`src/rtl/mmio_out_port_pkg.sv`:
```
// Shared definitions for the memory-mapped output port: register word
// offsets, status bit positions and the bus FSM state encoding.
package outport_pkg;

    // Word offsets inside the register window (stride = DATA_W/8 bytes).
    // Channel registers follow OFF_CH0; the status word sits after the last channel.
    localparam int OFF_CON = 0;
    localparam int OFF_CH0 = 1;

    // Status word layout
    localparam int ST_CNT_LSB  = 0;
    localparam int ST_CNT_W    = 8;
    localparam int ST_FULL     = 8;
    localparam int ST_OVF      = 9;
    localparam int ST_DROP_LSB = 16;
    localparam int ST_DROP_W   = 16;

    // Bus transaction FSM
    typedef enum logic [1:0] {
        IDLE       = 2'd0,
        ACK        = 2'd1,
        WAIT_SPACE = 2'd2
    } state_t;

    // Saturating increment for the 16-bit drop counter
    function automatic logic [ST_DROP_W-1:0] sat_inc16(input logic [ST_DROP_W-1:0] v);
        return (v == {ST_DROP_W{1'b1}}) ? v : v + 1'b1;
    endfunction

endpackage

```
`src/rtl/mmio_out_port_if.sv`:
```
// PicoRV32-style native bus as seen by the output port.
// The master holds bus_valid (and the request fields) until it sees bus_ready.
interface mmio_out_port_if #(
    parameter int DATA_W = 32
);
    logic                  bus_valid;
    logic [31:0]           bus_addr;
    logic [DATA_W-1:0]     bus_wdata;
    logic [DATA_W/8-1:0]   bus_wstrb;
    logic                  bus_ready;
    logic [DATA_W-1:0]     bus_rdata;

    modport master (
        output bus_valid, bus_addr, bus_wdata, bus_wstrb,
        input  bus_ready, bus_rdata
    );

    modport slave (
        input  bus_valid, bus_addr, bus_wdata, bus_wstrb,
        output bus_ready, bus_rdata
    );
endinterface

```
`src/rtl/mmio_out_port_fifo.sv`:
```
// Console byte FIFO. Power-of-two depth, pointers wrap naturally.
// A push into a full FIFO is accepted when a pop happens in the same cycle.
// While empty, dout keeps showing the last byte popped (0 after reset).
module outport_fifo #(
    parameter int DEPTH = 8,
    localparam int AW = $clog2(DEPTH),
    localparam int CW = $clog2(DEPTH + 1)
) (
    input  logic          clk,
    input  logic          reset,
    input  logic          push,
    input  logic [7:0]    din,
    input  logic          pop,
    output logic [7:0]    dout,
    output logic [CW-1:0] count,
    output logic          full,
    output logic          empty
);

    logic [7:0]    mem [DEPTH];
    logic [AW-1:0] wr_ptr;
    logic [AW-1:0] rd_ptr;
    logic [7:0]    last;
    logic          do_push;
    logic          do_pop;

    assign empty   = (count == '0);
    assign full    = (count == CW'(DEPTH));
    assign do_pop  = pop && !empty;
    assign do_push = push && (!full || do_pop);
    assign dout    = empty ? last : mem[rd_ptr];

    // Pointer, occupancy and last-popped-byte tracking
    always_ff @(posedge clk or posedge reset) begin
        if (reset) begin
            wr_ptr <= '0;
            rd_ptr <= '0;
            count  <= '0;
            last   <= '0;
        end else begin
            if (do_push) wr_ptr <= wr_ptr + 1'b1;
            if (do_pop) begin
                rd_ptr <= rd_ptr + 1'b1;
                last   <= mem[rd_ptr];
            end
            case ({do_push, do_pop})
                2'b10:   count <= count + 1'b1;
                2'b01:   count <= count - 1'b1;
                default: count <= count;
            endcase
        end
    end

    // Storage needs no reset: entries are only visible once pushed
    always_ff @(posedge clk) begin
        if (do_push) mem[wr_ptr] <= din;
    end

endmodule

```
`src/rtl/mmio_out_port.sv`:
```
// Memory-mapped output port: NUM_CH result registers, a console byte FIFO
// drained over valid/ready, and a status word with FIFO level and overflow.
// Optional build macro OUTPORT_DROP_EN: pushes into a full FIFO are acked
// at once and the byte discarded (counted); without it the bus stalls in
// WAIT_SPACE until room appears.
module mmio_out_port
    import outport_pkg::*;
#(
    parameter int          NUM_CH     = 3,
    parameter int          DATA_W     = 32,
    parameter int          FIFO_DEPTH = 8,
    parameter logic [31:0] BASE_ADDR  = 32'h1000_0000
) (
    input  logic                     clk,
    input  logic                     reset,
    mmio_out_port_if.slave           bus,
    output logic [NUM_CH*DATA_W-1:0] ch_data,
    output logic [NUM_CH-1:0]        ch_upd,
    output logic [7:0]               con_byte,
    output logic                     con_valid,
    input  logic                     con_ready
);

    localparam int          BYTES     = DATA_W / 8;
    localparam int          SH        = $clog2(BYTES);
    localparam int          CW        = $clog2(FIFO_DEPTH + 1);
    localparam int          OFF_ST    = NUM_CH + 1;
    localparam logic [31:0] WIN_BYTES = 32'((NUM_CH + 2) * BYTES);

    state_t state;
    state_t nxt;

    // Address decode
    logic [31:0] diff;
    logic [31:0] off;
    logic        in_win;
    logic        is_wr;
    logic        hit_con;
    logic        hit_st;

    // FIFO hookup
    logic          fifo_push;
    logic [7:0]    fifo_din;
    logic          fifo_pop;
    logic [CW-1:0] fifo_count;
    logic          fifo_full;
    logic          fifo_empty;
    logic          fifo_can;

    // Registers and FSM strobes
    logic [NUM_CH-1:0][DATA_W-1:0] ch_q;
    logic [DATA_W-1:0]             rdata_q;
    logic [DATA_W-1:0]             rd_word;
    logic [DATA_W-1:0]             st_word;
    logic [7:0]                    pend_q;
    logic                          ovf_q;
    logic                          accept;
    logic                          ovf_set;
`ifdef OUTPORT_DROP_EN
    logic [ST_DROP_W-1:0]          drop_q;
    logic                          drop_inc;
`endif

    // Addresses below the base wrap to huge differences and fall outside the window
    assign diff    = bus.bus_addr - BASE_ADDR;
    assign off     = diff >> SH;
    assign in_win  = (diff < WIN_BYTES);
    assign is_wr   = |bus.bus_wstrb;
    assign hit_con = (off == 32'(OFF_CON));
    assign hit_st  = (off == 32'(OFF_ST));

    assign fifo_pop  = con_valid && con_ready;
    assign fifo_can  = !fifo_full || fifo_pop;
    assign con_valid = !fifo_empty;

    assign bus.bus_ready = (state == ACK);
    assign bus.bus_rdata = rdata_q;
    assign ch_data       = ch_q;

    outport_fifo #(.DEPTH(FIFO_DEPTH)) u_fifo (
        .clk   (clk),
        .reset (reset),
        .push  (fifo_push),
        .din   (fifo_din),
        .pop   (fifo_pop),
        .dout  (con_byte),
        .count (fifo_count),
        .full  (fifo_full),
        .empty (fifo_empty)
    );

    // Status word assembly
    always_comb begin
        st_word = '0;
        st_word[ST_CNT_LSB +: ST_CNT_W] = ST_CNT_W'(fifo_count);
        st_word[ST_FULL]                = fifo_full;
        st_word[ST_OVF]                 = ovf_q;
`ifdef OUTPORT_DROP_EN
        st_word[ST_DROP_LSB +: ST_DROP_W] = drop_q;
`endif
    end

    // Read mux; the console offset reads as zero
    always_comb begin
        rd_word = '0;
        if (hit_st) rd_word = st_word;
        for (int i = 0; i < NUM_CH; i++) begin
            if (off == 32'(i + OFF_CH0)) rd_word = ch_q[i];
        end
    end

    // FSM state register
    always_ff @(posedge clk or posedge reset) begin
        if (reset) state <= IDLE;
        else       state <= nxt;
    end

    // FSM next state and per-cycle strobes. A push that meets a full FIFO
    // with a pop in the same cycle goes straight through and is not an overflow.
    always_comb begin
        nxt       = state;
        accept    = 1'b0;
        fifo_push = 1'b0;
        fifo_din  = bus.bus_wdata[7:0];
        ovf_set   = 1'b0;
`ifdef OUTPORT_DROP_EN
        drop_inc  = 1'b0;
`endif
        case (state)
            IDLE: begin
                if (bus.bus_valid && in_win) begin
                    accept = 1'b1;
                    nxt    = ACK;
                    if (hit_con && is_wr) begin
                        if (fifo_can) begin
                            fifo_push = 1'b1;
                        end else begin
                            ovf_set = 1'b1;
`ifdef OUTPORT_DROP_EN
                            drop_inc = 1'b1;
`else
                            nxt = WAIT_SPACE;
`endif
                        end
                    end
                end
            end
            ACK: nxt = IDLE;
            WAIT_SPACE: begin
                fifo_din = pend_q;
                if (fifo_can) begin
                    fifo_push = 1'b1;
                    nxt       = ACK;
                end
            end
            default: nxt = IDLE;
        endcase
    end

    // Register file, read data capture, overflow and drop bookkeeping
    always_ff @(posedge clk or posedge reset) begin
        if (reset) begin
            ch_q    <= '0;
            ch_upd  <= '0;
            rdata_q <= '0;
            pend_q  <= '0;
            ovf_q   <= 1'b0;
`ifdef OUTPORT_DROP_EN
            drop_q  <= '0;
`endif
        end else begin
            ch_upd <= '0;
            if (ovf_set) ovf_q <= 1'b1;
`ifdef OUTPORT_DROP_EN
            if (drop_inc) drop_q <= sat_inc16(drop_q);
`endif
            if (accept) begin
                rdata_q <= is_wr ? '0 : rd_word;
                pend_q  <= bus.bus_wdata[7:0];
                if (is_wr && hit_st && bus.bus_wstrb[0]) ovf_q <= 1'b0;
                for (int i = 0; i < NUM_CH; i++) begin
                    if (is_wr && off == 32'(i + OFF_CH0)) begin
                        ch_upd[i] <= 1'b1;
                        for (int b = 0; b < BYTES; b++) begin
                            if (bus.bus_wstrb[b]) ch_q[i][b*8 +: 8] <= bus.bus_wdata[b*8 +: 8];
                        end
                    end
                end
            end
        end
    end

endmodule
```
`src/flat_wrapper.sv`:
```
// flat-port wrapper written by rule: the top's interface ports become plain ports
module mmio_out_port_flat import outport_pkg::*;
#(
    parameter int          NUM_CH     = 3,
    parameter int          DATA_W     = 32,
    parameter int          FIFO_DEPTH = 8,
    parameter logic [31:0] BASE_ADDR  = 32'h1000_0000
)
  (clk, reset, ch_data, ch_upd, con_byte, con_valid, con_ready, bus_bus_valid, bus_bus_addr, bus_bus_wdata, bus_bus_wstrb, bus_bus_ready, bus_bus_rdata);
  mmio_out_port_if #(.DATA_W(DATA_W)) bus_i ();
  input  logic clk;
  input  logic reset;
  output logic [NUM_CH*DATA_W-1:0] ch_data;
  output logic [NUM_CH-1:0] ch_upd;
  output logic [7:0] con_byte;
  output logic con_valid;
  input  logic con_ready;
  input wire logic [$bits(bus_i.bus_valid)-1:0] bus_bus_valid;
  input wire logic [$bits(bus_i.bus_addr)-1:0] bus_bus_addr;
  input wire logic [$bits(bus_i.bus_wdata)-1:0] bus_bus_wdata;
  input wire logic [$bits(bus_i.bus_wstrb)-1:0] bus_bus_wstrb;
  output wire logic [$bits(bus_i.bus_ready)-1:0] bus_bus_ready;
  output wire logic [$bits(bus_i.bus_rdata)-1:0] bus_bus_rdata;
  assign bus_i.bus_valid = bus_bus_valid;
  assign bus_i.bus_addr = bus_bus_addr;
  assign bus_i.bus_wdata = bus_bus_wdata;
  assign bus_i.bus_wstrb = bus_bus_wstrb;
  assign bus_bus_ready = bus_i.bus_ready;
  assign bus_bus_rdata = bus_i.bus_rdata;
  mmio_out_port #(.NUM_CH(NUM_CH), .DATA_W(DATA_W), .FIFO_DEPTH(FIFO_DEPTH), .BASE_ADDR(BASE_ADDR)) u_core (.clk(clk), .reset(reset), .bus(bus_i), .ch_data(ch_data), .ch_upd(ch_upd), .con_byte(con_byte), .con_valid(con_valid), .con_ready(con_ready));
endmodule
```
`config.mk`:
```
export PLATFORM = sky130hd
export DESIGN_NAME = mmio_out_port_flat
export DESIGN_NICKNAME = d
export VERILOG_FILES = /design/src/rtl/mmio_out_port_pkg.sv /design/src/rtl/mmio_out_port_if.sv /design/src/rtl/mmio_out_port_fifo.sv /design/src/rtl/mmio_out_port.sv /design/src/flat_wrapper.sv
export SDC_FILE = /design/constraint.sdc
export NUM_CORES = 1
export LEC_CHECK = 0
export BUFFER_PORTS_ARGS = -buffer_cell sky130_fd_sc_hd__buf_2
export CAP_MARGIN = 10
export CORE_AREA = 4 4 154 156
export CTS_CLUSTER_DIAMETER = 120
export DETAILED_ROUTE_END_ITERATION = 8
export DIE_AREA = 0 0 158 160
export PLACE_DENSITY_LB_ADDON = 0.1
export SLEW_MARGIN = 10
export SYNTH_ARGS = -nofsm -noshare
export SYNTH_HDL_FRONTEND = slang
export SYNTH_HIERARCHICAL = 1
export SYNTH_SLANG_ARGS = --single-unit
```
`constraint.sdc`:
```
create_clock -name clk -period 8.06 [get_ports clk]
set_input_delay 0.403 -clock clk [delete_from_list [all_inputs] [get_ports clk]]
set_output_delay 0.403 -clock clk [all_outputs]
set_load 0.05 [all_outputs]
```
; ---- Word-level counts from Yosys, hierarchy flattened
; Memories as Yosys holds them, arrays and structs flattened.
; Cells that the tools add are included.
[totals]
in_bits = 72
output_inout_bits = 141
elab_cells = 103
regBits = 160
memories = 1
ramBits = 64
[classes]
n_addsub = 5
order_cmp = 1
muxes = 32
eq_ne = 11
n_reduce_logical = 32
[mem_list]
columns = name, words, word_bits, read_ports, rd_clocked_by_memory_dff, write_ports, line
row1 = u_core.u_fifo.mem, 8, 8, 1, 0, 1, mmio_out_port_fifo.sv:20  ; logic [7:0] mem [DEPTH];
[ops]
columns = cell, count
row1 = $mux W32, 4
row2 = $eq A30 B2 Y1 const B, 2
row3 = $reduce_and A3 Y1, 12
row4 = $logic_not A32 Y1, 1
row5 = $lt A32 B5 Y1 const B, 1
row6 = $sub A32 B29 Y32 const B, 1
row7 = $eq A30 B1 Y1 const B, 1
row8 = $eq A30 B3 Y1 const B, 1
row9 = $mux W1, 17
row10 = $mux W8, 2
row11 = $logic_and A1 B1 Y1, 10
row12 = $mux W10, 1
row13 = $mux W2, 4
row14 = $pmux W4 S2, 1
row15 = $add A3 B1 Y3 const B, 2
row16 = $add A4 B1 Y4 const B, 1
row17 = $eq A2 B1 Y1 const B, 2
row18 = $eq A2 B2 Y1 const B, 2
row19 = $eq A4 B4 Y1 const B, 1
row20 = $logic_not A4 Y1, 1
row21 = $ne A2 B1 Y1 const B, 2
row22 = $pmux W2 S2, 1
row23 = $reduce_or A4 Y1, 1
row24 = $sub A4 B1 Y4 const B, 1
row25 = other kinds (7), 9

; ---- Depth between registers and ports, before layout
; Gate-level depths: netlist of run 1.
[logic_depth]
word_depth = 11
mapped_depth = 13
mapped_depth_nobuf = 11

; ---- Modules after synthesis
; Netlist of run 1, hierarchy kept.
[modules_own_cells]
columns = mod, seq_area_each_um2, cells_per_inst, n_inst, area_each_um2
row1 = mmio_out_port, 3553.4, 538, 1, 6518.8
row2 = outport_fifo, 2372.3, 224, 1, 3423.3

; ---- Worst setup path before layout of run 1
; No wires, ideal clock.
[synth_path]
kind = flip-flop to flip-flop
startpoint = register u_core.u_fifo.count[2]
endpoint = register u_core.u_fifo.count[3]
required_ps = 7981
t_arrival_ps = 3002
stages_incl_launch_ff = 13
path_slack_ps = 4979
synth_period_minus_slack_ps = 3081
path_buffers = 1
setup_time_ps = 79
cell_sequence = dfrtp_1 > nor4_1 > buf_2 > nand2b_1 > a21oi_1 > o21a_1 > or2_2 > inv_1 > ha_1 > a21o_1 > a21oi_1 > mux2i_1 > xor2_1
[synth_between]
elab_chain_len = 11
elab_cells_between_ends = 19
classes_between = add/sub: 2 / eq/ne: 3 / mux: 5 / reduce/logical: 9
[synth_lines]
columns = element, line
row1 = from (decl), mmio_out_port_fifo.sv:15  ; output logic [CW-1:0] count,
row2 = from (signal assigned), mmio_out_port_fifo.sv:47  ; 2'b10: count <= count + 1'b1;
row3 = from (signal assigned), mmio_out_port_fifo.sv:48  ; 2'b01: count <= count - 1'b1;
row4 = from (signal assigned), mmio_out_port_fifo.sv:49  ; default: count <= count;
row5 = $logic_not A4 Y1 *, mmio_out_port_fifo.sv:27  ; assign empty = (count == '0);
row6 = net u_core.fifo_empty, mmio_out_port.sv:47  ; logic fifo_empty;
row7 = $logic_not A1 Y1 *, mmio_out_port.sv:74  ; assign con_valid = !fifo_empty;
row8 = $logic_and A1 B1 Y1 *, mmio_out_port.sv:72  ; assign fifo_pop = con_valid && con_ready;
row9 = $logic_or A1 B1 Y1 *, mmio_out_port.sv:73  ; assign fifo_can = !fifo_full || fifo_pop;
row10 = $mux W1 *, "mmio_out_port.sv:135, mmio_out_port.sv:151"
row11 = $mux W1, mmio_out_port.sv:134  ; if (hit_con && is_wr) begin
row12 = $mux W1, mmio_out_port.sv:131  ; if (bus.bus_valid && in_win) begin
row13 = $pmux W1 S2 *, mmio_out_port.sv:129  ; case (state)
row14 = net u_core.fifo_push, mmio_out_port.sv:42  ; logic fifo_push;
row15 = $logic_and A1 B1 Y1 *, mmio_out_port_fifo.sv:30  ; assign do_push = push && (!full || do_pop);
row16 = $eq A2 B1 Y1 / $eq A2 B2 Y1 (equally long branches), mmio_out_port_fifo.sv:46  ; case ({do_push, do_pop})
row17 = $pmux W4 S2 / $reduce_bool A2 Y1 (equally long branches), -
; Mark *: on every way through the listed nets, which the timed path passes. The rest lies on a longest branch.
; A chain may end at the register's enable or synchronous reset.

; ---- Final worst setup path of run 1
[layout_path]
startpoint = input port bus_bus_addr[17]
endpoint = memory u_core.u_fifo.mem[4][5], enable pin
[layout_between]
elab_chain_len = 9
elab_cells_between_ends = 11
classes_between = add/sub: 1 / order compare: 1 / mux: 5 / reduce/logical: 4
[layout_lines]
columns = element, line
row1 = from (decl), flat_wrapper.sv:19  ; input wire logic [$bits(bus_i.bus_addr)-1:0] bus_bus_addr;
row2 = $sub A32 B29 Y32 *, mmio_out_port.sv:65  ; assign diff = bus.bus_addr - BASE_ADDR;
row3 = "parallel branches: the longest is 3 deep, another holds $lt A32 B5 Y1", -
row4 = $mux W1 *, mmio_out_port.sv:131
row5 = $pmux W1 S2 *, mmio_out_port.sv:129
row6 = net u_core.fifo_push, mmio_out_port.sv:42
row7 = $logic_and A1 B1 Y1 *, mmio_out_port_fifo.sv:30
row8 = $mux W1 *, mmio_out_port_fifo.sv:56  ; if (do_push) mem[wr_ptr] <= din;
row9 = $mux W1 (not written as such) *, mmio_out_port_fifo.sv:56
row10 = to (decl), mmio_out_port_fifo.sv:20
; Mark *: on every way through the listed nets, which the timed path passes.

==> insert_results.sql, run 1 <==
INSERT INTO impl_metrics (metric_group, metric, value, unit) VALUES
('pwr', 'design_power_total', '0.00295', 'W'),
('floorplan', 'start_util', '0.445', ''),
('timing', 'timing.final.hold_violations', '0', ''),
('pwr', 'clockPowerShare', '0.364', ''),
('clocking', 'max-clock-path-buffers', '3', ''),
('logic_synthesis', 'yosysTopAreaCell', 'dfrtp_1', ''),
('setup_path', 'worst-r2r-setup-slack', '4840', 'ps'),
('clocking', 'postCtsSetupRepairBufs', '0', ''),
('grt', 'grtUsageMet3', '0.0556', ''),
('logic_synthesis', 'synth_ff_type', 'dfrtp_1', ''),
('logic_synthesis', 'syn_area_per_cell', '13.0', 'um2'),
('route', 'detail_route.first_pass.iterations', '4', ''),
('grt', 'pin_count_of_the_biggest_net_entering_global_routing', '89', ''),
('timing', 'final_period_minus_worst_setup_slack', '3400', 'ps'),
('outcome', 'outcome', 'completed', ''),
('grt', 'initial_antenna_violation_count', '1', ''),
('logic_synthesis', 'number_of_distinct_library_cells_after_synthesis', '52', ''),
('timing', 'fin_crit_sh', '0.422', ''),
('setup_path', 'worst-endpoint-arrival', '3530', 'ps'),
('clocking', 'cts.reportedPaths.clkPinSlew', '60', 'ps'),
('clocking', 'cts_tree', 'yes', ''),
('setup_path', 'setup.worst_path.end_class', 'flop', ''),
('floorplan', 'die_width', '158', 'um'),
('route', 'detail-route-antenna-nets', '0', ''),
('grt', 'grt.busiest_layer', 'met2', ''),
('logic_synthesis', 'synth-edff-count', '64', ''),
('pwr', 'p_leak', '5.74', 'nW'),
('placed_design', 'io_buffer_count', '210', ''),
('logic_synthesis', 'mappedNetlistNets', '839', ''),
('clocking', 'clock-sinks', '224', ''),
('pwr', 'total_switching_power', '0.000891', 'W'),
('grt', 'grt_pass1_vias', '7046', ''),
('setup_path', 'timing.critical_path.required', '8180', 'ps'),
('route', 'dr.first_iter.drc_count', '366', ''),
('logic_synthesis', 'yosys_warnings', '6', ''),
('timing', 'relSlewSlack', '0.265', ''),
('logic_synthesis', 'synth_seq_area_share', '0.596', ''),
('grt', 'globalRouteMet2Util', '0.311', ''),
('logic_synthesis', 'synthArstFlopShare', '0.714', ''),
('route', 'detail_route.vias_per_cell', '5.49', ''),
('logic_synthesis', 'post_synth_inst_count', '762', ''),
('layout', 'nNetsFinal', '1034', ''),
('timing', 'pins_over_slew_limit', '0', ''),
('timing', 'rsz0062_at_grt', 'no', ''),
('clocking', 'worst_skew_pair.late_latency', '510', 'ps'),
('grt', 'grt_overflow_total', '0', ''),
('layout', 'fill_cells', '1970', ''),
('floorplan', 'ioPinCount', '213', ''),
('timing', 'fmaxAchievable', '294', 'MHz'),
('clocking', 'clock-root-buffer', 'clkbuf_16', ''),
('setup_path', 'worstSetupStartpointType', 'input pin', ''),
('hold_path', 'hold_path.class', 'in -> async', ''),
('timing', 'final_number_of_setup_violating_endpoints', '0', ''),
('pwr', 'power.switching_fraction', '0.302', ''),
('grt', 'grt.total_usage', '0.199', ''),
('layout', 'drive_above_1_share', '0.417', ''),
('grt', 'grt_use_met1', '0.281', ''),
('pwr', 'p_seq_frac', '0.423', ''),
('route', 'post-route-drc-count', '0', ''),
('setup_path', 'worst_r2r_path_cells', '13', ''),
('clocking', 'cts-htree-levels', '1', ''),
('layout', 'synthToLayoutAreaGrowth', '20.7', '%'),
('timing', 'worst_pin_slew', '1090', 'ps'),
('logic_synthesis', 'synth_seq_cells', '224', ''),
('logic_synthesis', 'synth.area.top_cells', 'dfrtp_1, edfxtp_1, mux2_2', ''),
('floorplan', 'row_count', '55', ''),
('timing', 'setup_skew', '13.9', 'ps'),
('setup_path', 'setup.worst_path.class', 'in -> reg', ''),
('logic_synthesis', 'synthesis.area', '0.00994', 'mm2'),
('timing', 'finalSetupTns', '0', 'ps'),
('job', 'cap_violations', '0', '');
-- critical path: stages --
cell and delay (ps):
buf_2 100, nor4_1 280, nand4_1 800, nor4_1 530
o21a_1 230, o21a_1 210, nand2_1 120, nor3_1 850
-- per-layer routing --
metal | part of all wire | up-vias
met5 | 0 | -
met4 | 0.018 | 0
met3 | 0.076 | 36
met2 | 0.46 | 212
met1 | 0.44 | 3435
li1 | - | 3243
-- cells in the final DEF (no fill, tap or decap), types with 25 or more instances in the layout --
cell type  synthesis  layout
buf_2              8     210
dfrtp_1          160     160
mux2_2           120     120
edfxtp_1          64      64
nor2_1            61      60
nand2_1           44      44
a21oi_1           35      35
o2bb2ai_1         32      32
o2111ai_1         26      26
clkbuf_16          0      25
-- metrics by stage --
stage | instance area, um2 | instances | hold slack, ps | util
after global placement | 11200 | 1215 | 462 | 0.502
after global routing | 12000 | 1261 | 107 | 0.536
after CTS | 12000 | 1260 | 73.7 | 0.536
after detailed placement | 11200 | 1215 | 468 | 0.502
final | 12000 | 1261 | 23.3 | 0.536
after floorplan | 9940 | 762 | 342 | -
-- kinds of logic (layout without fill, tap and decap cells) --
kind of cell	after synthesis	after routing	share of synthesized area
other cells	0	1	0
simple gates	168	168	0.0895
compound gates	146	146	0.104
xor+xnor	7	7	0.00617
flops	224	224	0.596
fa+ha+maj	5	5	0.00705
buf+inv	64	277	0.0282
mux	148	148	0.169
-- registers in the layout, summed over array words and instances, names as in the netlist, 4 cells and up --
name and flops:
u_core/pend_q 8, u_core/u_fifo/count 4, u_core/u_fifo/mem 64, u_core/ch_data 96
u_core/u_fifo/last 8, u_core/bus.bus_rdata 32
-- final timing paths --
check / from / to
hold / removal: reset / u_core/ch_data[62]
min in group clk: bus_bus_wdata[9] / u_core/ch_data[41]
hold reg to reg: u_core/u_fifo/last[6] / u_core/u_fifo/last[6]
setup reg to reg: u_core/u_fifo/count[2] / u_core/u_fifo/count[3]
max in group asynchronous: reset / u_core/ch_data[42]
setup / recovery: bus_bus_addr[17] / u_core/u_fifo/mem[4][5]
-- layout make-up --
cell class	instances	area [um2]	area share
sequential	224	5930	0.494
multi-input combinational	474	3750	0.313
timing repair buffer	222	1140	0.0951
clock buffer	35	703	0.0586
tap	285	357	0.0297
clock inverter	10	71.3	0.00595
inverter	10	42.5	0.00355
antenna	1	2.50	0.000209
-- power by group through the flow --
stage / clock (W) / sequential [W] / combinational, W
2_1_floorplan: 0 / 0.00126 / 0.000494
3_3_place_gp: 0 / 0.00127 / 0.000631
5_1_grt: 0.00115 / 0.00126 / 0.000686
3_5_place_dp: 0 / 0.00127 / 0.000636
6_report: 0.00108 / 0.00125 / 0.000630
4_1_cts: 0.00110 / 0.00125 / 0.000639
No activity file was read; power rests on OpenSTA's default activity.
==> run 2, diff against run 1 <==
clock period = 3.4 ns   (was 8.06 ns; I/O delays follow)
==> run 2 against run 1 <==
Clock power grew to 2.5 times the previous value. Design area grew 4.1%. Non-clock buffer count grew 45. Critical path depth grew 3. Hold slack gained 3.9 ps. Clock skew shrank 5.1 ps. Highest routed layer unchanged.
==> insert_results.sql, run 2 (synthesized netlist as in run 1, its figures left out) <==
INSERT INTO impl_metrics (metric_group, metric, value, unit) VALUES
('outcome', 'outcome', 'completed', ''),
('clocking', 'cts-htree-levels', '1', ''),
('timing', 'relSlewSlack', '0.458', ''),
('setup_path', 'worst-endpoint-arrival', '3380', 'ps'),
('route', 'detail_route.first_pass.iterations', '4', ''),
('clocking', 'cts.reportedPaths.clkPinSlew', '60', 'ps'),
('setup_path', 'crit_path_max_fanout', '6', ''),
('hold_path', 'whs_endpoint', 'u_core/ch_data[6]', ''),
('grt', 'grt_pass1_wl', '41900', 'um'),
('floorplan', 'die_width', '158', 'um'),
('layout', 'most_common_cell_after_layout_fill_and_taps_aside', 'buf_2', ''),
('layout', 'synthToLayoutAreaGrowth', '25.6', '%'),
('timing', 'final_period_minus_worst_setup_slack', '2950', 'ps'),
('pwr', 'power.density_cell_area', '578', 'mW/mm2'),
('route', 'drt-total-wl', '26200', 'um'),
('floorplan', 'die_y', '160', 'um'),
('clocking', 'max-clock-path-buffers', '3', ''),
('setup_path', 'setup.worst_path.end_class', 'flop', ''),
('hold_path', 'hold_path.class', 'in -> reg', ''),
('route', 'dr_total_vias', '7011', ''),
('clocking', 'worst_skew_pair.late_latency', '510', 'ps'),
('timing', 'finalWorstSetupSlack', '452', 'ps'),
('floorplan', 'fp.coreArea', '0.0224', 'mm2'),
('grt', 'pin_count_of_the_biggest_net_entering_global_routing', '100', ''),
('timing', 'pins_over_slew_limit', '0', ''),
('layout', 'fin_util', '0.558', ''),
('clocking', 'cts_tree', 'yes', ''),
('placed_design', 'half_perimeter_wire_length_of_the_detailed_placement_result', '17800', 'um'),
('hold_path', 'worst_min_path_start', 'bus_bus_wdata[6]', ''),
('timing', 'fmaxAchievable', '339', 'MHz'),
('clocking', 'clock-root-buffer', 'clkbuf_16', ''),
('setup_path', 'timing.critical_path.required', '3830', 'ps'),
('setup_path', 'cp_cell_sequence', 'or4b_4, inv_1, a21oi_1, o21a_1, or2_2, inv_1, ha_1, a21o_1, a21oi_1, mux2i_1, xor2_1', ''),
('route', 'dr.first_iter.drc_count', '329', ''),
('placed_design', 'gp_congestion', '0.843', ''),
('setup_path', 'setup.worst_path.class', 'reg -> reg', ''),
('pwr', 'p_leak', '5.96', 'nW'),
('placed_design', 'preCtsSetupSlack', '521', 'ps'),
('timing', 'fin_crit_sh', '0.867', ''),
('floorplan', 'start_util', '0.445', ''),
('timing', 'setup_skew', '8.78', 'ps'),
('grt', 'grt.total_usage', '0.209', ''),
('layout', 'mostFrequentLayoutCells', 'buf_2, dfrtp_1, mux2_2', ''),
('setup_path', 'worst-r2r-setup-slack', '450', 'ps'),
('pwr', 'vdd_drop_max', '0.000464', 'V'),
('grt', 'grt_pass1_vias', '7312', ''),
('placed_design', 'io_buffer_count', '210', ''),
('layout', 'nNetsFinal', '1079', ''),
('setup_path', 'cpLargestDelayFamily', 'simple AND/OR/NAND/NOR gates', ''),
('setup_path', 'worst_r2r_path_cells', '11', ''),
('layout', 'drive_above_1_share', '0.415', ''),
('clocking', 'postCtsSetupRepairBufs', '0', ''),
('setup_path', 'worst_r2r_startpoint', 'u_core/u_fifo/count[2]', ''),
('layout', 'largest_reg_flops', '96', ''),
('clocking', 'cts-resized-gates', '0', ''),
('floorplan', 'row_count', '55', ''),
('layout', 'fill_cells', '1886', ''),
('timing', 'timing.final.hold_violations', '0', ''),
('setup_path', 'critical-path-slowest-cell', 'or4b_4', ''),
('clocking', 'clock-sinks', '224', ''),
('timing', 'rsz0062_at_grt', 'no', ''),
('grt', 'initial_antenna_violation_count', '2', ''),
('grt', 'grt_overflow_total', '0', ''),
('setup_path', 'cp_peak_stage_delay', '590', 'ps'),
('floorplan', 'die-area', '0.0253', 'mm2'),
('setup_path', 'critical_path.reg2reg.endpoint', 'u_core/u_fifo/count[3]', ''),
('clocking', 'cts_buffers', '25', ''),
('route', 'wl_per_cell', '20.0', 'um'),
('floorplan', 'ioPinCount', '213', ''),
('setup_path', 'worstSetupStartpointType', 'flop', ''),
('job', 'cap_violations', '0', ''),
('route', 'post-route-drc-count', '0', ''),
('route', 'detail_route.vias_per_cell', '5.36', ''),
('timing', 'worst_pin_slew', '812', 'ps'),
('route', 'detail-route-antenna-nets', '0', ''),
('setup_path', 'critical_path_buf_inv_count', '2', ''),
('timing', 'final_number_of_setup_violating_endpoints', '0', ''),
('timing', 'finalSetupTns', '0', 'ps'),
('hold_path', 'hold-path-cell-count', '2', '');
-- run 2: layout make-up --
| cell class | instances | area (um2) | share of cell area |
|---|---|---|---|
| Sequential cell | 224 | 5930 | 0.475 |
| Tap cell | 285 | 357 | 0.0286 |
| Multi-Input combinational cell | 474 | 3750 | 0.301 |
| Timing Repair Buffer | 267 | 1570 | 0.126 |
| Antenna cell | 2 | 5.00 | 0.000401 |
| Clock buffer | 35 | 703 | 0.0563 |
| Clock inverter | 10 | 130 | 0.0104 |
| Inverter | 10 | 41.3 | 0.00331 |
-- run 2: power breakdown --
| part | switching [W] | leakage [nW] | total (W) | internal [W] |
|---|---|---|---|---|
| clock network | 0.00105 | 0.406 | 0.00272 | 0.00167 |
| registers | 0.0000908 | 2.78 | 0.00296 | 0.00287 |
| logic | 0.000989 | 2.77 | 0.00153 | 0.000545 |
-- run 2: how the worst max path moves through the flow --
stage	slack (ps)	to	depth (start not counted)	startpoint
after CTS	490	u_core/u_fifo/count[3]	11	u_core/u_fifo/count[2]
final	450	u_core/u_fifo/count[3]	11	u_core/u_fifo/count[2]
after global routing	290	u_core/u_fifo/count[3]	11	u_core/u_fifo/count[2]
after floorplan	320	u_core/u_fifo/count[3]	12	u_core/u_fifo/count[2]
after global placement	550	u_core/u_fifo/count[3]	11	u_core/u_fifo/count[2]
after detailed placement	520	u_core/u_fifo/count[3]	11	u_core/u_fifo/count[2]
-- run 2: through the flow --
step / power, W / std cells / hold WS (ps) / area (um2)
detailed placement: 0.00453 / 1228 / 297 / 11300
floorplan: 0.00416 / 762 / 109 / 9950
global placement: 0.00451 / 1228 / 305 / 11300
finish: 0.00721 / 1307 / 27.2 / 12500
global route: 0.00756 / 1307 / 21.7 / 12500
CTS: 0.00730 / 1305 / 13.3 / 12500
-- run 2: metal layers --
layer	wire length (um)	track usage	vias to the layer above	part of all wire
met2	12100	0.324	200	0.46
met1	11800	0.300	3444	0.45
met3	1820	0.0547	29	0.069
met4	481	0.0434	0	0.018
li1	-	-	3338	-
met5	0	0	-	0
-- run 2: what timing repair did --
action	in CTS	in global routing
hold buffers	32	0
setup endpoints to repair	0	0
endpoints found under the hold margin	141	0
==> run 3, diff against run 2 <==
ABC_AREA = 1   (was not set)
CORE_AREA = 4 4 161 163   (was 4 4 154 156)
DIE_AREA = 0 0 165 167   (was 0 0 158 160)
RECOVER_POWER = 100   (was not set)
==> run 3 against run 2 <==
Wire length grew 22%. Non-clock buffer count increased by 10. Core utilization down 1.3 points. Design area up 6.3%. Register-to-register slack worse by 110 ps. Maximum frequency fell by 3.6%. Sequential power is essentially flat. Global-route usage grew 2.4 points. Combinational power is 12% higher. Final cell count up 46%. Highest routed layer is now met5.
==> insert_results.sql, run 3 <==
INSERT INTO impl_metrics (metric_group, metric, value, unit) VALUES
('route', 'dr_total_vias', '9618', ''),
('logic_synthesis', 'synthMostInstantiatedCell', 'nand2_1', ''),
('clocking', 'cts_buffers', '26', ''),
('clocking', 'worst_skew_pair.late_latency', '530', 'ps'),
('placed_design', 'half_perimeter_wire_length_of_the_detailed_placement_result', '21800', 'um'),
('clocking', 'postCtsSetupRepairBufs', '0', ''),
('clocking', 'clock-sinks', '224', ''),
('route', 'highest_layer', 'met5', ''),
('clocking', 'cts-htree-levels', '1', ''),
('route', 'met3RoutedLength', '2400', 'um'),
('floorplan', 'start_util', '0.445', ''),
('setup_path', 'setup.worst_path.class', 'reg -> reg', ''),
('timing', 'relSlewSlack', '0.149', ''),
('timing', 'timing.final.hold_violations', '0', ''),
('route', 'detail-route-antenna-nets', '0', ''),
('layout', 'most_common_cell_after_layout_fill_and_taps_aside', 'nand2_1', ''),
('grt', 'grt_pass1_wl', '51800', 'um'),
('timing', 'rsz0062_at_grt', 'no', ''),
('timing', 'fmaxAchievable', '327', 'MHz'),
('placed_design', 'preCtsSetupSlack', '429', 'ps'),
('timing', 'final_number_of_setup_violating_endpoints', '0', ''),
('logic_synthesis', 'synth_seq_area_share', '0.547', ''),
('logic_synthesis', 'number_of_distinct_library_cells_after_synthesis', '31', ''),
('route', 'detailroute.wirelength.met2', '14900', 'um'),
('timing', 'pins_over_slew_limit', '0', ''),
('clocking', 'clock-root-buffer', 'clkbuf_16', ''),
('floorplan', 'die-area', '0.0276', 'mm2'),
('logic_synthesis', 'synth.cells.most_frequent', 'nand2_1, dfrtp_1, nor2_1', ''),
('placed_design', 'gp_congestion', '0.848', ''),
('timing', 'finalSetupTns', '0', 'ps'),
('floorplan', 'fp.coreArea', '0.0243', 'mm2'),
('clocking', 'cts-resized-gates', '0', ''),
('setup_path', 'crit_path_max_fanout', '17', ''),
('placed_design', 'io_buffer_count', '210', ''),
('timing', 'final_period_minus_worst_setup_slack', '3060', 'ps'),
('setup_path', 'cp_peak_stage_delay', '1030', 'ps'),
('pwr', 'p_leak', '6.68', 'nW'),
('layout', 'drive_above_1_share', '0.102', ''),
('grt', 'grt_overflow_total', '0', ''),
('grt', 'grt.total_usage', '0.233', ''),
('setup_path', 'worstSetupStartpointType', 'flop', ''),
('logic_synthesis', 'mappedNetlistNets', '1400', ''),
('grt', 'grt_pass1_vias', '9524', ''),
('clocking', 'cts.reportedPaths.clkPinSlew', '60', 'ps'),
('clocking', 'max-clock-path-buffers', '3', ''),
('pwr', 'power.density_cell_area', '579', 'mW/mm2'),
('logic_synthesis', 'synthArstFlopShare', '0.714', ''),
('route', 'detail_route.first_pass.iterations', '5', ''),
('timing', 'finalWorstSetupSlack', '344', 'ps'),
('logic_synthesis', 'synthDominantCellAreaShare', '0.370', ''),
('route', 'dr.first_iter.drc_count', '572', ''),
('layout', 'num_antenna_cells', '0', ''),
('floorplan', 'die_width', '165', 'um'),
('layout', 'fin_area', '0.0133', 'mm2'),
('logic_synthesis', 'post_synth_inst_count', '1323', ''),
('layout', 'synthToLayoutAreaGrowth', '22.5', '%'),
('timing', 'hold_ws', '157', 'ps'),
('timing', 'setup_skew', '12.1', 'ps'),
('logic_synthesis', 'synth_ff_type', 'dfrtp_1', ''),
('outcome', 'outcome', 'completed', ''),
('logic_synthesis', 'yosys_warnings', '6', ''),
('timing', 'fin_crit_sh', '0.899', ''),
('pwr', 'vdd_drop_max', '0.000457', 'V'),
('route', 'met1_length', '14200', 'um'),
('setup_path', 'setup.worst_path.end_class', 'flop', ''),
('setup_path', 'worst-endpoint-arrival', '3460', 'ps'),
('route', 'wl_per_cell', '16.7', 'um'),
('logic_synthesis', 'synthesis.area', '0.0108', 'mm2'),
('logic_synthesis', 'synth_seq_cells', '224', ''),
('floorplan', 'row_count', '57', ''),
('layout', 'fill_cells', '2345', ''),
('timing', 'worst_pin_slew', '1270', 'ps'),
('route', 'post-route-drc-count', '0', ''),
('setup_path', 'cp_cell_sequence', 'nor2_1, nand3_1, nor2_1, nand3_1, nor3_1, clkbuf_2, nand3_2, nand2_1, nand2_1', ''),
('logic_synthesis', 'yosysTopAreaCell', 'dfrtp_1', ''),
('hold_path', 'hold_path.class', 'in -> reg', ''),
('setup_path', 'cpLargestDelayFamily', 'simple AND/OR/NAND/NOR gates', ''),
('logic_synthesis', 'synth.area.top_cells', 'dfrtp_1, nand2_1, edfxtp_1', ''),
('floorplan', 'die_y', '167', 'um'),
('grt', 'initial_antenna_violation_count', '1', ''),
('setup_path', 'critical_path_buf_inv_count', '1', ''),
('logic_synthesis', 'synth-edff-count', '64', ''),
('setup_path', 'timing.critical_path.required', '3810', 'ps'),
('floorplan', 'ioPinCount', '213', ''),
('layout', 'mostFrequentLayoutCells', 'nand2_1, dfrtp_1, clkbuf_1', ''),
('route', 'drt-total-wl', '31900', 'um'),
('route', 'detail_route.vias_per_cell', '5.04', ''),
('grt', 'pin_count_of_the_biggest_net_entering_global_routing', '84', ''),
('clocking', 'cts_tree', 'yes', ''),
('setup_path', 'critical-path-slowest-cell', 'nor3_1', ''),
('layout', 'largest_reg_flops', '96', ''),
('clocking', 'postCtsHoldBufs', '33', ''),
('placed_design', 'placement.cell_area', '0.0123', 'mm2'),
('job', 'cap_violations', '0', ''),
('layout', 'nNetsFinal', '1643', ''),
('logic_synthesis', 'syn_area_per_cell', '8.19', 'um2');
==> run 3: cell count changes after synthesis, moves of 14 or more <==
cell	delta
o22ai_1	-14
buf_2	+18
nand2_1	+482
o2bb2ai_1	-32
o2111ai_1	-26
inv_1	+63
mux2i_1	-18
nand3b_1	+25
nand4_1	+64
nor2_1	+74
o21ai_0	+21
a21oi_1	-23
mux2_2	-120
nand3_1	+90
==> run 3: cell type report <==
class / count / area (um2) / share of cell area
Clock inverter: 12 / 155 / 0.0117
Sequential cell: 224 / 5930 / 0.447
Clock buffer: 36 / 801 / 0.0604
Inverter: 88 / 334 / 0.0252
Multi-Input combinational cell: 949 / 4220 / 0.318
Tap cell: 324 / 405 / 0.0306
Timing Repair Buffer: 277 / 1430 / 0.107
==> run 3: cells by family (layout without fill, tap and decap cells) <==
group	after synthesis	count (layout)	share of synthesized area
flip-flops	224	224	0.547
AND/OR/NAND/NOR	875	875	0.354
adder cells (fa/ha/maj)	5	5	0.00647
AO/OA/AOI/OAI	64	64	0.0296
buffers and inverters	150	413	0.0586
XOR/XNOR	5	5	0.00404
==> run 3: per-stage QoR <==
stage / utilization / instances / power [W]
after floorplan: - / 1323 / 0.00426
after global placement: 0.505 / 1829 / 0.00470
after detailed placement: 0.505 / 1829 / 0.00472
after CTS: 0.558 / 1910 / 0.00779
after global routing: 0.546 / 1910 / 0.00809
final: 0.546 / 1910 / 0.00768
==> run 3: path summary, 6_finish.rpt <==
check / startpoint / depth (start not counted) / end / slack, ps
worst max-delay path: u_core/state[1] / 9 / u_core/ch_data[32] / 340
worst min-delay path: bus_bus_wstrb[1] / 4 / u_core/ch_data[9] / 160
worst max register to register: u_core/state[1] / 9 / u_core/ch_data[32] / 340
worst min register to register: u_core/bus.bus_rdata[10] / 2 / u_core/bus.bus_rdata[10] / 480
max in group asynchronous: reset / 4 / u_core/ch_data[26] / 1120
min in group asynchronous: reset / 3 / u_core/u_fifo/last[2] / 330
==> run 3: tightest hold or removal path, cell delays in order <==
cell	delay, ps
buf_2	100
buf_4	220
nand3_1	110
nand2_1	50
==> run 3: metal layers <==
layer / vias to the layer above / GRT usage
li1: 4755 / -
met1: 4508 / 0.329
met5: - / 0
met4: 2 / 0.0463
met2: 314 / 0.375
met3: 39 / 0.0457
==> run 3: where the power goes <==
part           leakage, nW  total, W  switching, W  internal, W
logic                 3.49   0.00172       0.00127     0.000446
registers             2.73   0.00294     0.0000774      0.00286
clock network        0.466   0.00302       0.00114      0.00188
